`config.mk`:
```
export PLATFORM = sky130hd
export DESIGN_NAME = uart_cmd_parser
export DESIGN_NICKNAME = d
export VERILOG_FILES = /design/src/rtl/uart_cmd_parser_pkg.sv /design/src/rtl/uart_cmd_parser_fp_word_assembler.sv /design/src/rtl/uart_cmd_parser.sv
export SDC_FILE = /design/constraint.sdc
export NUM_CORES = 1
export LEC_CHECK = 0
export ABC_AREA = 1
export BUFFER_PORTS_ARGS = -buffer_cell sky130_fd_sc_hd__buf_2
export CELL_PAD_IN_SITES_DETAIL_PLACEMENT = 1
export CELL_PAD_IN_SITES_GLOBAL_PLACEMENT = 2
export CORE_MARGIN = 1
export CORE_UTILIZATION = 30
export DETAILED_ROUTE_END_ITERATION = 10
export HOLD_SLACK_MARGIN = 0.15
export PLACE_DENSITY_LB_ADDON = 0.1
export SLEW_MARGIN = 20
export SYNTH_ARGS = -nofsm -noshare
export SYNTH_HDL_FRONTEND = slang
export SYNTH_SLANG_ARGS = --single-unit
```
`constraint.sdc`:
```
create_clock -name clk -period 6 [get_ports clk]
set_clock_uncertainty 0.1 [all_clocks]
set_input_delay 0.3 -clock clk [delete_from_list [all_inputs] [get_ports clk]]
set_output_delay 0.3 -clock clk [all_outputs]
set_load 0.01 [all_outputs]
```
`src/rtl/uart_cmd_parser_pkg.sv`:
```
// Shared types and constants for the UART command parser.
//  - parser_state_e : parser FSM states
//  - OP_MMULT       : opcode byte that starts a MATRIX_MULT packet
//  - MAX_DIM        : largest legal matrix dimension (1..MAX_DIM)
//  - ADDR_W         : operand buffer address width (MAX_DIM*MAX_DIM elements)
//  - MATRIX_A/H     : operand buffer select values
//  - dim_ok()       : legal-dimension test used when the header completes
package uart_cmd_parser_pkg;

    localparam logic [7:0] OP_MMULT = 8'h01;
    localparam int         MAX_DIM  = 8;
    localparam int         ADDR_W   = 6;
    localparam logic       MATRIX_A = 1'b0;
    localparam logic       MATRIX_H = 1'b1;

    typedef enum logic [2:0] {
        S_IDLE   = 3'd0,
        S_DIM    = 3'd1,
        S_LOAD_A = 3'd2,
        S_LOAD_H = 3'd3,
        S_DONE   = 3'd4,
        S_ERR    = 3'd5
    } parser_state_e;

    function automatic logic dim_ok(input logic [7:0] d);
        return (d != 8'd0) && (d <= 8'(MAX_DIM));
    endfunction

endpackage

```
`src/rtl/uart_cmd_parser_fp_word_assembler.sv`:
```
// Packs four received bytes (MSB first) into one 32-bit FP word.
// Ports:
//  clk, rst    clock, synchronous active-high reset
//  clr         synchronous clear of any partial word (parser outside LOAD_*)
//  byte_valid  one-cycle strobe: byte_data belongs to the current word
//  byte_data   received byte
//  word        assembled word (valid while word_valid is high)
//  word_valid  one-cycle pulse the cycle after the 4th byte
module uart_cmd_parser_fp_word_assembler (
    input  logic        clk,
    input  logic        rst,
    input  logic        clr,
    input  logic        byte_valid,
    input  logic [7:0]  byte_data,
    output logic [31:0] word,
    output logic        word_valid
);

    logic [31:0] shift_r;
    logic [1:0]  byte_cnt_r;
    logic        valid_r;

    // Byte shift register, byte counter and completion pulse.
    always_ff @(posedge clk) begin
        if (rst || clr) begin
            shift_r    <= 32'd0;
            byte_cnt_r <= 2'd0;
            valid_r    <= 1'b0;
        end else begin
            valid_r <= 1'b0;
            if (byte_valid) begin
                shift_r    <= {shift_r[23:0], byte_data};
                byte_cnt_r <= byte_cnt_r + 2'd1;
                if (byte_cnt_r == 2'd3) begin
                    valid_r <= 1'b1;
                end
            end
        end
    end

    assign word       = shift_r;
    assign word_valid = valid_r;

endmodule

```
`src/rtl/uart_cmd_parser.sv`:
```
// Byte-level MATRIX_MULT command decoder.
// Packet: opcode, a_h, a_w, h_h, h_w, then a_h*a_w A words and h_h*h_w H
// words, each 4 bytes MSB first, row-major.
// Ports:
//  clk, rst              clock, synchronous active-high reset
//  rx_done, rx_data      one-cycle received-byte strobe and byte
//  eng_busy              engine busy; opcodes rejected while high (IDLE only)
//  wr_en/wr_sel/wr_addr/wr_data  operand buffer write port
//  a_h, a_w, h_h, h_w    latched dimensions
//  cmd_start             one-cycle pulse when both matrices are loaded
//  pkt_err               one-cycle pulse on rejected/abandoned packet
//  parser_busy           high whenever the parser is not IDLE
module uart_cmd_parser
    import uart_cmd_parser_pkg::*;
#(
    parameter int TIMEOUT_CYC = 500000
) (
    input  logic              clk,
    input  logic              rst,
    input  logic              rx_done,
    input  logic [7:0]        rx_data,
    input  logic              eng_busy,
    output logic              wr_en,
    output logic              wr_sel,
    output logic [ADDR_W-1:0] wr_addr,
    output logic [31:0]       wr_data,
    output logic [7:0]        a_h,
    output logic [7:0]        a_w,
    output logic [7:0]        h_h,
    output logic [7:0]        h_w,
    output logic              cmd_start,
    output logic              pkt_err,
    output logic              parser_busy
);

    localparam int TO_W = (TIMEOUT_CYC > 2) ? $clog2(TIMEOUT_CYC) : 1;

    parser_state_e state_r;
    logic [1:0]    dim_idx_r;
    logic [12:0]   elem_cnt_r;
    logic [12:0]   prod_a_r;
    logic [12:0]   prod_h_r;
    logic [TO_W-1:0] gap_cnt_r;
    logic [7:0]    a_h_r, a_w_r, h_h_r, h_w_r;
    logic          wr_sel_r;
    logic          cmd_start_r;
    logic          pkt_err_r;
    logic          busy_r;

    logic          load_s;
    logic          counting_s;
    logic          timeout_s;
    logic          dims_ok_s;
    logic          word_valid_s;
    logic [31:0]   word_s;

    // State decodes, timeout detect and header legality (rx_data is h_w here).
    always_comb begin
        load_s     = (state_r == S_LOAD_A) || (state_r == S_LOAD_H);
        counting_s = load_s || (state_r == S_DIM);
        timeout_s  = counting_s && !rx_done &&
                     (gap_cnt_r == TO_W'(TIMEOUT_CYC - 1));
        dims_ok_s  = dim_ok(a_h_r) && dim_ok(a_w_r) && dim_ok(h_h_r) &&
                     dim_ok(rx_data) && (a_w_r == h_h_r);
    end

    // Only LOAD_* bytes reach the assembler; leaving LOAD_* drops partial words.
    uart_cmd_parser_fp_word_assembler u_asm (
        .clk        (clk),
        .rst        (rst),
        .clr        (!load_s),
        .byte_valid (rx_done && load_s),
        .byte_data  (rx_data),
        .word       (word_s),
        .word_valid (word_valid_s)
    );

    // Parser FSM with dimension, element and inter-byte gap counters.
    always_ff @(posedge clk) begin
        if (rst) begin
            state_r     <= S_IDLE;
            dim_idx_r   <= 2'd0;
            elem_cnt_r  <= 13'd0;
            prod_a_r    <= 13'd0;
            prod_h_r    <= 13'd0;
            gap_cnt_r   <= TO_W'(0);
            a_h_r       <= 8'd0;
            a_w_r       <= 8'd0;
            h_h_r       <= 8'd0;
            h_w_r       <= 8'd0;
            wr_sel_r    <= MATRIX_A;
            cmd_start_r <= 1'b0;
            pkt_err_r   <= 1'b0;
            busy_r      <= 1'b0;
        end else begin
            cmd_start_r <= 1'b0;
            pkt_err_r   <= 1'b0;

            if (rx_done || !counting_s) begin
                gap_cnt_r <= TO_W'(0);
            end else begin
                gap_cnt_r <= gap_cnt_r + TO_W'(1);
            end

            case (state_r)
                S_IDLE: begin
                    if (rx_done) begin
                        if ((rx_data == OP_MMULT) && !eng_busy) begin
                            state_r   <= S_DIM;
                            busy_r    <= 1'b1;
                            dim_idx_r <= 2'd0;
                        end else begin
                            pkt_err_r <= 1'b1;
                        end
                    end
                end
                S_DIM: begin
                    if (rx_done) begin
                        dim_idx_r <= dim_idx_r + 2'd1;
                        case (dim_idx_r)
                            2'd0:    a_h_r <= rx_data;
                            2'd1:    a_w_r <= rx_data;
                            2'd2:    h_h_r <= rx_data;
                            default: begin
                                h_w_r <= rx_data;
                                if (dims_ok_s) begin
                                    state_r    <= S_LOAD_A;
                                    prod_a_r   <= {5'd0, a_h_r} * {5'd0, a_w_r};
                                    prod_h_r   <= {5'd0, h_h_r} * {5'd0, rx_data};
                                    elem_cnt_r <= 13'd0;
                                    wr_sel_r   <= MATRIX_A;
                                end else begin
                                    state_r   <= S_ERR;
                                    pkt_err_r <= 1'b1;
                                end
                            end
                        endcase
                    end else if (timeout_s) begin
                        state_r   <= S_ERR;
                        pkt_err_r <= 1'b1;
                    end
                end
                S_LOAD_A: begin
                    // The write goes out this cycle at elem_cnt_r; advance after it.
                    if (word_valid_s) begin
                        if ((elem_cnt_r + 13'd1) == prod_a_r) begin
                            state_r    <= S_LOAD_H;
                            elem_cnt_r <= 13'd0;
                            wr_sel_r   <= MATRIX_H;
                        end else begin
                            elem_cnt_r <= elem_cnt_r + 13'd1;
                        end
                    end else if (timeout_s) begin
                        state_r   <= S_ERR;
                        pkt_err_r <= 1'b1;
                    end
                end
                S_LOAD_H: begin
                    if (word_valid_s) begin
                        if ((elem_cnt_r + 13'd1) == prod_h_r) begin
                            state_r     <= S_DONE;
                            cmd_start_r <= 1'b1;
                            elem_cnt_r  <= 13'd0;
                            wr_sel_r    <= MATRIX_A;
                        end else begin
                            elem_cnt_r <= elem_cnt_r + 13'd1;
                        end
                    end else if (timeout_s) begin
                        state_r   <= S_ERR;
                        pkt_err_r <= 1'b1;
                    end
                end
                S_DONE: begin
                    state_r <= S_IDLE;
                    busy_r  <= 1'b0;
                end
                S_ERR: begin
                    state_r    <= S_IDLE;
                    busy_r     <= 1'b0;
                    elem_cnt_r <= 13'd0;
                    dim_idx_r  <= 2'd0;
                    wr_sel_r   <= MATRIX_A;
                end
                default: begin
                    state_r <= S_IDLE;
                    busy_r  <= 1'b0;
                end
            endcase
        end
    end

    assign wr_en       = word_valid_s;
    assign wr_data     = word_s;
    assign wr_sel      = wr_sel_r;
    assign wr_addr     = elem_cnt_r[ADDR_W-1:0];
    assign a_h         = a_h_r;
    assign a_w         = a_w_r;
    assign h_h         = h_h_r;
    assign h_w         = h_w_r;
    assign cmd_start   = cmd_start_r;
    assign pkt_err     = pkt_err_r;
    assign parser_busy = busy_r;

endmodule
```
---- Word-level counts from Yosys, hierarchy flattened ----
Index checks and enable logic that the tools add are counted.
cells by class
  add/subtract/negate cells ............... 4
  multiply operators ...................... 2
  magnitude comparators ................... 4
  equal/unequal tests ..................... 24
  multiplexer cells ....................... 44
  bitwise logic cells ..................... 5
  reduce and logical (&&, ||, !) cells .... 44
operators with widths
  cell                   count
  $mux 13                7
  $pmux 13 s4            1
  $le 8x4->1 const B     4
  $reduce_bool 8->1      4
  $mux 3                 10
  $eq 13x13->1           2
  $mul 8x8->13           2
  $add 19x1->19 const B  1
  $eq 19x19->1 const B   1
  $mux 1                 18
  $reduce_and 3->1       5
  $add 13x1->13 const B  1
  $logic_and 1x1->1      12
  $pmux 3 s4             1
  $ne 2x2->1 const B     5
  $ne 3x3->1 const B     3
  $reduce_or 3->1        3
  $eq 8x1->1 const B     1
  $eq 8x8->1             1
  $ne 2x1->1 const B     4
  $reduce_and 4->1       2
  $reduce_and 8->1       1
  $eq 3x2->1 const B     2
  $mux 2                 3
  19 further kinds       33
storage, ports and cells
  flip-flop bits (word level) ............. 134
  input port bits ......................... 12
  logic and storage cells ................. 144

---- Logic depth before layout (Yosys ltp) ----
Gate-level depths: netlist of run 1.
  word-level depth ........................ 10
  mapped depth ............................ 19
  mapped depth without buffers ............ 18

---- Hierarchy ----
Synthesis of run 1 repeated with hierarchy kept, for this count alone.
unflattened totals
  cells, all modules ...................... 1599
  area, all modules ....................... 10727.8 sq um
by module, submodules not included
  module                             instances  cells each  area each (sq um)  sequential area each (sq um)
  uart_cmd_parser                    1          1380        9265.1             1981.9
  uart_cmd_parser_fp_word_assembler  1          219         1462.7             700.7

---- Least setup slack after synthesis of run 1 ----
Ideal clock, no wire load.
  path type ............................... input-to-reg
  start point ............................. in rx_data[7]
  end point ............................... reg prod_h_r[12]
  library setup time ...................... 0.120 ns
  data arrival time ....................... 4.039 ns
  required time ........................... 5.780 ns
  slack ................................... 1.741 ns
  cell stages on the path ................. 16
  path buffers ............................ 1
  path through ............................ clkbuf_1 > nand2_1 > fa_1 > fa_1 > fa_1 > fa_1 > inv_1 > ha_1 > a21o_1 > a31oi_1 > o21ai_0 > nand2_1 > nand2_1 > a21oi_1 > xor2_1 > a21oi_1
on the way
  cells in the longest elaborated chain, start to end .. 5
  elaborated cells between the ends (all ways) .. 7
ends and longest elaborated chain
  element                                                               RTL line                RTL
  from (decl)                                                           uart_cmd_parser.sv:21   input logic [7:0] rx_data,
  parallel branches: the longest is 5 deep, another holds $mul 8x8->13  n/a
  to (signal assigned)                                                  uart_cmd_parser.sv:129  prod_h_r <= {5'd0, h_h_r} * {5'd0, rx_data};
  to (decl)                                                             uart_cmd_parser.sv:42   logic [12:0] prod_h_r;
Parallel ways; which one is timed is not known.
A chain may end at the register's enable or synchronous reset.

---- Final worst setup path of run 1 ----
  start point ............................. reg h_h_r[3], in the netlist h_h[3]
  end point ............................... reg prod_h_r[12]
on the way
  cells in the longest elaborated chain, start to end .. 6
  elaborated cells between the ends (all ways) .. 9
ends and longest elaborated chain
  element                                                               RTL line                RTL
  from (decl)                                                           uart_cmd_parser.sv:44   logic [7:0] a_h_r, a_w_r, h_h_r, h_w_r;
  from (signal assigned)                                                uart_cmd_parser.sv:123  2'd2: h_h_r <= rx_data;
  parallel branches: the longest is 6 deep, another holds $mul 8x8->13  n/a
Parallel ways; which one is timed is not known.

==> metrics.cfg, run 1 <==
[outcome]
status = completed

[floorplan]
die_y_um = 185
core_mm2 = 0.0328
die_w_um = 185
start_util_pct = 30.7
pin_count = 87
placementRows = 66
dieArea_mm2 = 0.0343

[critical_path]
cp-start-kind = register
crit_arrival_ps = 4830
crit_family = adder cells
required_ps = 6220
crit_buf_inv = 1
r2r_cells = 15
path_class = reg2reg
cpPeakStageDelay_ps = 650
cp_common_cell = fa_1
cp_cell_sequence = nand2_1, fa_1, fa_1, fa_1, fa_1, inv_1, ha_1, a21o_1, a31oi_1, o21ai_0, nand2_1, nand2_1, a21oi_1, xor2_1, a21oi_1
end_kind = register
crit_fanout = 12
cp_slowest_cell = dfxtp_1
cp.depth = 15

[detailed_routing]
drt-total-wl_um = 31500
wl_met1_um = 14900
vias_per_cell = 4.56
firstDrtPassIters = 4
vias = 8865
ant_nets = 0
dr_wl_met3_um = 642
wl_met2_um = 15600
routedWlPerCell_um = 16.2
drc_errors = 0
dr.max_layer_used = met4
drtIter0Drc = 371

[layout]
nets = 1627
fill_cells = 4141
n_antenna_cell = 0
syn2layout_area_growth_pct = 13.1
layout-drive-gt1-share_pct = 9.71
instances_no_fill = 1945
final_util_pct = 34.8

[logic_synthesis]
synth.avg_cell_area_um2 = 6.95
synth_edf_count = 0
synth_area_mm2 = 0.0101
synth_seq_cells = 134
synth_flop_cell = dfxtp_1
ys_seq_area_share_pct = 26.6
syn-num-nets = 1587
syn_inst = 1450
yosys_warnings = 0
synth.distinct_cells = 43
async_flop_share_pct = 0

[placed_design]
port-buffer-count = 86
dp_hpwl_um = 24500
dp.cells = 1912
place_congestion = 0.800

[flow_run]
cap_violations = 0

[sta]
maxSlewViolCount = 0
fmax_ghz = 0.217
slew_headroom_pct = 43.5
setup_violations = 0
worst_pin_slew_ps = 847
final_hold_viol_count = 0
timing.final.crit_period_ps = 4610
tns_ps = 0
rsz0062_at_grt = false
min_period_over_period_pct = 76.8

[global_route]
grtUsageTotal_pct = 19.8
grt_pass1_wl_um = 51800
grt_pass1_vias = 9531
grt_max_degree = 52
antenna_found_initial = 0
gr-total-overflow = 0

[power_and_ir_drop]
leakagePower_nw = 5.84
power_density_mw_per_mm2 = 192
power_mw = 2.19
ir_drop_uv = 200

[cts]
clk_pin_slew_ps = 60
cts_repair_resize_count = 0
cts_max_level = 4
clk_latency_ps = 440
cts.sinks = 134
cts.path.max_buffers = 2
cts_tree = done
cts_root_buf = clkbuf_16
cts_made_buffers = 17

[hold_path]
hold_path_class = in2reg
holdPathStages = 3

sequential cells by signal (all words and copies together) (netlist names), 3 cells and up:
name        flops
u_asm.word     32
gap_cnt_r      19
elem_cnt_r     13
prod_a_r       13
prod_h_r       13
a_h             8
a_w             8
h_h             8
h_w             8
state_r         3
tightest hold or removal path: cells and delay by family:
kind	cells	cell delay, ps
AOI/OAI and AO/OA	1	70
buffers and inverters	2	300
kinds of logic after synthesis:
| family | after synthesis | synth area share [%] |
|---|---|---|
| flip-flops | 134 | 26.6 |
| XOR/XNOR | 39 | 3.39 |
| adder cells (fa/ha/maj) | 125 | 20.6 |
| AO/OA/AOI/OAI | 186 | 9.90 |
| buffers and inverters | 367 | 14.3 |
| AND/OR/NAND/NOR | 599 | 25.2 |
stage by stage:
step / hold WS, ps / cell area, um^2 / worst slack [ps]
after global placement: 331 / 10800 / 1530
after global routing: 198 / 11400 / 1160
final: 194 / 11400 / 1390
after detailed placement: 344 / 10800 / 1380
after floorplan: 318 / 10100 / 1740
after CTS: 163 / 11400 / 1360
placed cells by master (no fill, tap or decap), drive strengths merged:
| master | instances |
|---|---|
| a21o | 1 |
| o21bai | 4 |
| o31ai | 1 |
| or2 | 1 |
| a21oi | 97 |
| a32o | 1 |
| clkbuf | 19 |
| dlygate4sd3 | 1 |
| a221oi | 2 |
| o21a | 1 |
| bufinv | 3 |
| nor3 | 46 |
| a211oi | 5 |
| buf | 90 |
| nor4 | 3 |
| nand3 | 59 |
| fa | 68 |
| o211ai | 1 |
| ha | 57 |
| o22ai | 1 |
| clkinv | 6 |
| nand2 | 308 |
| xnor2 | 19 |
| inv | 299 |
| clkinvlp | 2 |
| nand4 | 15 |
| o2111ai | 1 |
| o21ai | 67 |
| nor2 | 161 |
| nand3b | 4 |
| a31oi | 4 |
| nor3b | 2 |
| dfxtp | 134 |
| xor2 | 20 |
where the power goes:
part / total (mW) / switching [mW] / internal, mW
registers: 0.918 / 0.0195 / 0.898
clock network: 1.13 / 0.444 / 0.681
logic: 0.148 / 0.106 / 0.0421
synthesized netlist by cell type (19+ instances only):
library cell | count | area, um^2
ha_1 | 57 | 713
fa_1 | 68 | 1360
nor3_1 | 46 | 230
xor2_1 | 20 | 175
xnor2_1 | 19 | 166
a21oi_1 | 96 | 480
buf_2 | 25 | 125
nand3_1 | 53 | 265
o21ai_0 | 67 | 335
inv_1 | 294 | 1100
clkbuf_1 | 36 | 135
nand2_1 | 305 | 1140
nor2_1 | 154 | 578
dfxtp_1 | 134 | 2680
what timing repair did:
item,CTS,global route
hold buffers,1,0
setup buffers,0,0
setup endpoints to repair,0,0
hold endpoints to repair,1,0
path summary, 6_finish.rpt:
check / slack, ps / start / end
worst min-delay path: 190 / rx_data[6] / h_w[6]$_SDFFE_PP0P_
worst max register to register: 1390 / h_h[3]$_SDFFE_PP0P_ / prod_h_r[12]$_SDFFE_PP0P_
worst min register to register: 350 / gap_cnt_r[0]$_SDFF_PP0_ / gap_cnt_r[0]$_SDFF_PP0_
worst max-delay path: 1390 / h_h[3]$_SDFFE_PP0P_ / prod_h_r[12]$_SDFFE_PP0P_
per-layer routing:
layer | track usage [%] | up-vias
met4 | 4.66 | 0
met2 | 34.7 | 63
met5 | 0 | -
met1 | 25.2 | 4269
li1 | - | 4515
met3 | 3.11 | 18
cell type report:
| cell class | instances | area, um^2 | share of cell area (%) |
|---|---|---|---|
| inverter | 297 | 1110 | 9.78 |
| clock buffer | 19 | 453 | 3.98 |
| timing repair buffer | 91 | 470 | 4.13 |
| sequential | 134 | 2680 | 23.5 |
| clock inverter | 13 | 171 | 1.50 |
| multi-input combinational | 949 | 5950 | 52.2 |
| tap | 442 | 553 | 4.85 |
No activity file was read; power rests on OpenSTA's default activity.
==> run 2, diff against run 1 <==
--- a/config.mk
+++ b/config.mk
@@ -5,7 +5,7 @@
 export SDC_FILE = /design/constraint.sdc
 export NUM_CORES = 1
 export LEC_CHECK = 0
-export ABC_AREA = 1
+export ABC_AREA = 0
 export BUFFER_PORTS_ARGS = -buffer_cell sky130_fd_sc_hd__buf_2
 export CELL_PAD_IN_SITES_DETAIL_PLACEMENT = 1
 export CELL_PAD_IN_SITES_GLOBAL_PLACEMENT = 2
==> constraint.sdc (replaced) <==
create_clock -name clk -period 4.21 [get_ports clk]
set_clock_uncertainty 0.1 [all_clocks]
set_input_delay 0.2105 -clock clk [delete_from_list [all_inputs] [get_ports clk]]
set_output_delay 0.2105 -clock clk [all_outputs]
set_load 0.01 [all_outputs]
==> run 2 against run 1 <==
Effect of this change:
- sequential cell count is the same
- area after synthesis barely moved
- global-route usage is 0.15 points lower
- count of clock-buffer cells in the layout stayed put
- routed wire length increased by 1.3%
- worst setup slack got worse by 1300 ps
- sequential share of layout area fell by 1.5 points
- die area about the same
- clock power up 28%
- combinational power down 33%
- non-clock buffer count increased by 112
- total power rose by 28%
==> metrics.cfg, run 2 <==
[outcome]
status = completed

[placed_design]
dp_hpwl_um = 24700  ; +0.62%
place_congestion = 0.810  ; +1.3%
placed_area_mm2 = 0.0115  ; +7.0%
dp.cells = 1773  ; -7.3%
place_ws_ps = -175  ; -1560 ps
port-buffer-count = 86  ; unchanged

[hold_path]
hold_start = rx_data[7]
hold_path_class = in2reg
holdPathStages = 4  ; +1
holdPathEnd = h_h[7]$_SDFFE_PP0P_

[global_route]
grt_pass1_wl_um = 51400  ; -0.79%
use_met1_pct = 26.6  ; +1.4 points
grt_most_used_layer = met2
use_met2_pct = 32.2  ; -2.5 points
use_met3_pct = 3.36  ; +0.26 points
gr-total-overflow = 0  ; unchanged
grt_pass1_vias = 9094  ; -4.6%
grtUsageTotal_pct = 19.6  ; -0.15 points
antenna_found_initial = 0  ; unchanged
grt_max_degree = 65  ; +25%

[layout]
final_util_pct = 37.8  ; +3.1 points
final_common_cell = nand2_1
nets = 1503  ; -7.6%
largest_reg_flops = 32  ; unchanged
layout-drive-gt1-share_pct = 21.8  ; +12 points
final_area_mm2 = 0.0124  ; +8.9%
fill_cells = 3960  ; -4.4%
n_antenna_cell = 0  ; unchanged
final_cell_mix = nand2_1, dfxtp_1, inv_1, buf_4
syn2layout_area_growth_pct = 23.0
instances_no_fill = 1821  ; -6.4%

[sta]
fmax_ghz = 0.240  ; +11%
final_hold_viol_count = 0  ; unchanged
worst_pin_slew_ps = 983  ; +136 ps
timing.final.crit_period_ps = 4160  ; -446 ps
tns_ps = 0  ; unchanged
min_period_over_period_pct = 98.9  ; +22 points
setup_violations = 0  ; unchanged
slew_headroom_pct = 34.5  ; -9.0 points
maxSlewViolCount = 0  ; unchanged
rsz0062_at_grt = true
worst_slack_ps = 47.1  ; -1340 ps
holdWs_ps = 180  ; -13.3 ps

[critical_path]
r2r_start = a_h[4]$_SDFFE_PP0P_
cp-start-kind = register
crit_arrival_ps = 4370  ; -460 ps
crit_fanout = 3  ; -9
path_class = reg2reg
reg2reg_to = prod_a_r[12]$_SDFFE_PP0P_
end_kind = register
r2r_cells = 14  ; -1
required_ps = 4410  ; -1810 ps
r2r_slack_ps = 50  ; -1340 ps

[logic_synthesis]
synth_flop_cell = dfxtp_1
synthTopCellsByArea = dfxtp_1, fa_1, ha_1
synth_area_mm2 = 0.0101  ; about the same
async_flop_share_pct = 0  ; unchanged
synth.distinct_cells = 73  ; +70%
synth_common_cells = nand2_1, dfxtp_1, inv_1, and2_1, nor2_1
yosys_warnings = 0  ; unchanged
synth_seq_cells = 134  ; unchanged
syn-num-nets = 1362  ; -14%
ys_seq_area_share_pct = 26.6  ; about the same
synth_edf_count = 0  ; unchanged
yosysMostFrequentCell = nand2_1
synth_largest_area_cell = dfxtp_1
yosysTopAreaCellShare_pct = 26.6  ; about the same
syn_inst = 1225  ; -16%
synth.avg_cell_area_um2 = 8.23  ; +18%

[cts]
cts_made_buffers = 17  ; unchanged
cts.sinks = 134  ; unchanged
clk_latency_ps = 450  ; about the same
cts_tree = done
clk_pin_slew_ps = 70  ; about the same
cts_root_buf = clkbuf_16
cts_max_level = 4  ; unchanged
cts.path.max_buffers = 2  ; unchanged

[power_and_ir_drop]
internal-power_mw = 2.08  ; +28%
power_density_mw_per_mm2 = 226  ; +18%
combPwrFrac_pct = 3.5  ; -3.3 points
leakagePower_nw = 5.40  ; -7.4%
ir_drop_uv = 270  ; +35%
power.switching_uw = 724  ; +27%
clkPwrFrac_pct = 51.5  ; about the same
power_frac_seq_pct = 44.9  ; +3.0 points
swShare_pct = 25.8  ; -0.21 points
power_mw = 2.80  ; +28%

[floorplan]
die_y_um = 185  ; about the same
die_w_um = 185  ; about the same
placementRows = 66  ; unchanged
pin_count = 87  ; unchanged
core_mm2 = 0.0328  ; unchanged
dieArea_mm2 = 0.0343  ; about the same
start_util_pct = 30.8  ; about the same

[detailed_routing]
vias_per_cell = 4.83  ; +6.0%
ant_nets = 0  ; unchanged
drt-total-wl_um = 31900  ; +1.3%
routedWlPerCell_um = 17.5  ; +8.2%
drtIter0Drc = 248  ; -33%
firstDrtPassIters = 4  ; unchanged
drc_errors = 0  ; unchanged
vias = 8794  ; -0.80%

[flow_run]
cap_violations = 0  ; unchanged

[run 2: how the worst max path moves through the flow]
stage	startpoint	endpoint	slack (ps)	cells past startpoint
detailed placement	h_h[1]$_SDFFE_PP0P_	prod_h_r[12]$_SDFFE_PP0P_	-180	17
global placement	h_h[1]$_SDFFE_PP0P_	prod_h_r[12]$_SDFFE_PP0P_	-80	17
CTS	a_w[7]$_SDFFE_PP0P_	prod_a_r[12]$_SDFFE_PP0P_	2	14
global route	a_h[4]$_SDFFE_PP0P_	prod_a_r[12]$_SDFFE_PP0P_	-140	14
finish	a_h[4]$_SDFFE_PP0P_	prod_a_r[12]$_SDFFE_PP0P_	50	14
floorplan	a_w[5]$_SDFFE_PP0P_	prod_a_r[12]$_SDFFE_PP0P_	-2	15
[run 2: critical path, stage by stage, from the launching register on]
cell	delay [ps]
dfxtp_4	370
buf_6	120
and2_4	150
fa_1	550
fa_1	430
fa_1	520
inv_2	40
fa_1	470
inv_1	40
ha_2	160
a2111o_1	430
a311oi_2	320
xnor2_1	110
mux2i_1	140
nor2_1	50
[run 2: layer usage]
metal  part of all wire, %  routed length, um
met1                    48              15300
met3                   3.0                965
met4                   1.1                352
met5                     0                  0
met2                    48              15300
[run 2: logic make-up after synthesis]
family | Yosys count | synth area share [%]
AOI/OAI and AO/OA | 162 | 10.1
DFF | 134 | 26.6
adders and majority gates | 125 | 20.6
muxes | 40 | 4.00
xor gates and xnor gates | 72 | 6.25
and+or+nand+nor | 492 | 24.5
buffers and inverters | 200 | 8.05
[run 2: area by class of cell]
type	count	area (um^2)	share of cell area [%]
sequential	134	2740	22.1
tap	442	553	4.46
multi-input combinational	891	6730	54.3
inverter	119	447	3.60
timing repair buffer	203	1380	11.1
clock inverter	13	111	0.898
clock buffer	19	443	3.57
[run 2: power by group through the flow]
stage	clock network [mW]	logic, mW	registers [mW]
6_report	1.45	0.0993	1.26
5_1_grt	1.55	0.107	1.26
4_1_cts	1.50	0.102	1.26
3_5_place_dp	0	0.0890	1.30
3_3_place_gp	0	0.0894	1.30
2_1_floorplan	0	0.0435	1.30
[run 2: what timing repair did]
| item | CTS | global route |
|---|---|---|
| gates resized for setup | 37 | 31 |
| buffers inserted | 1 | 0 |
| pin swaps | 37 | 33 |
| gates cloned | 0 | 0 |
| hold endpoints to repair | 24 | 0 |
| hold buffers | 15 | 0 |
| endpoints found under the setup margin | 4 | 7 |
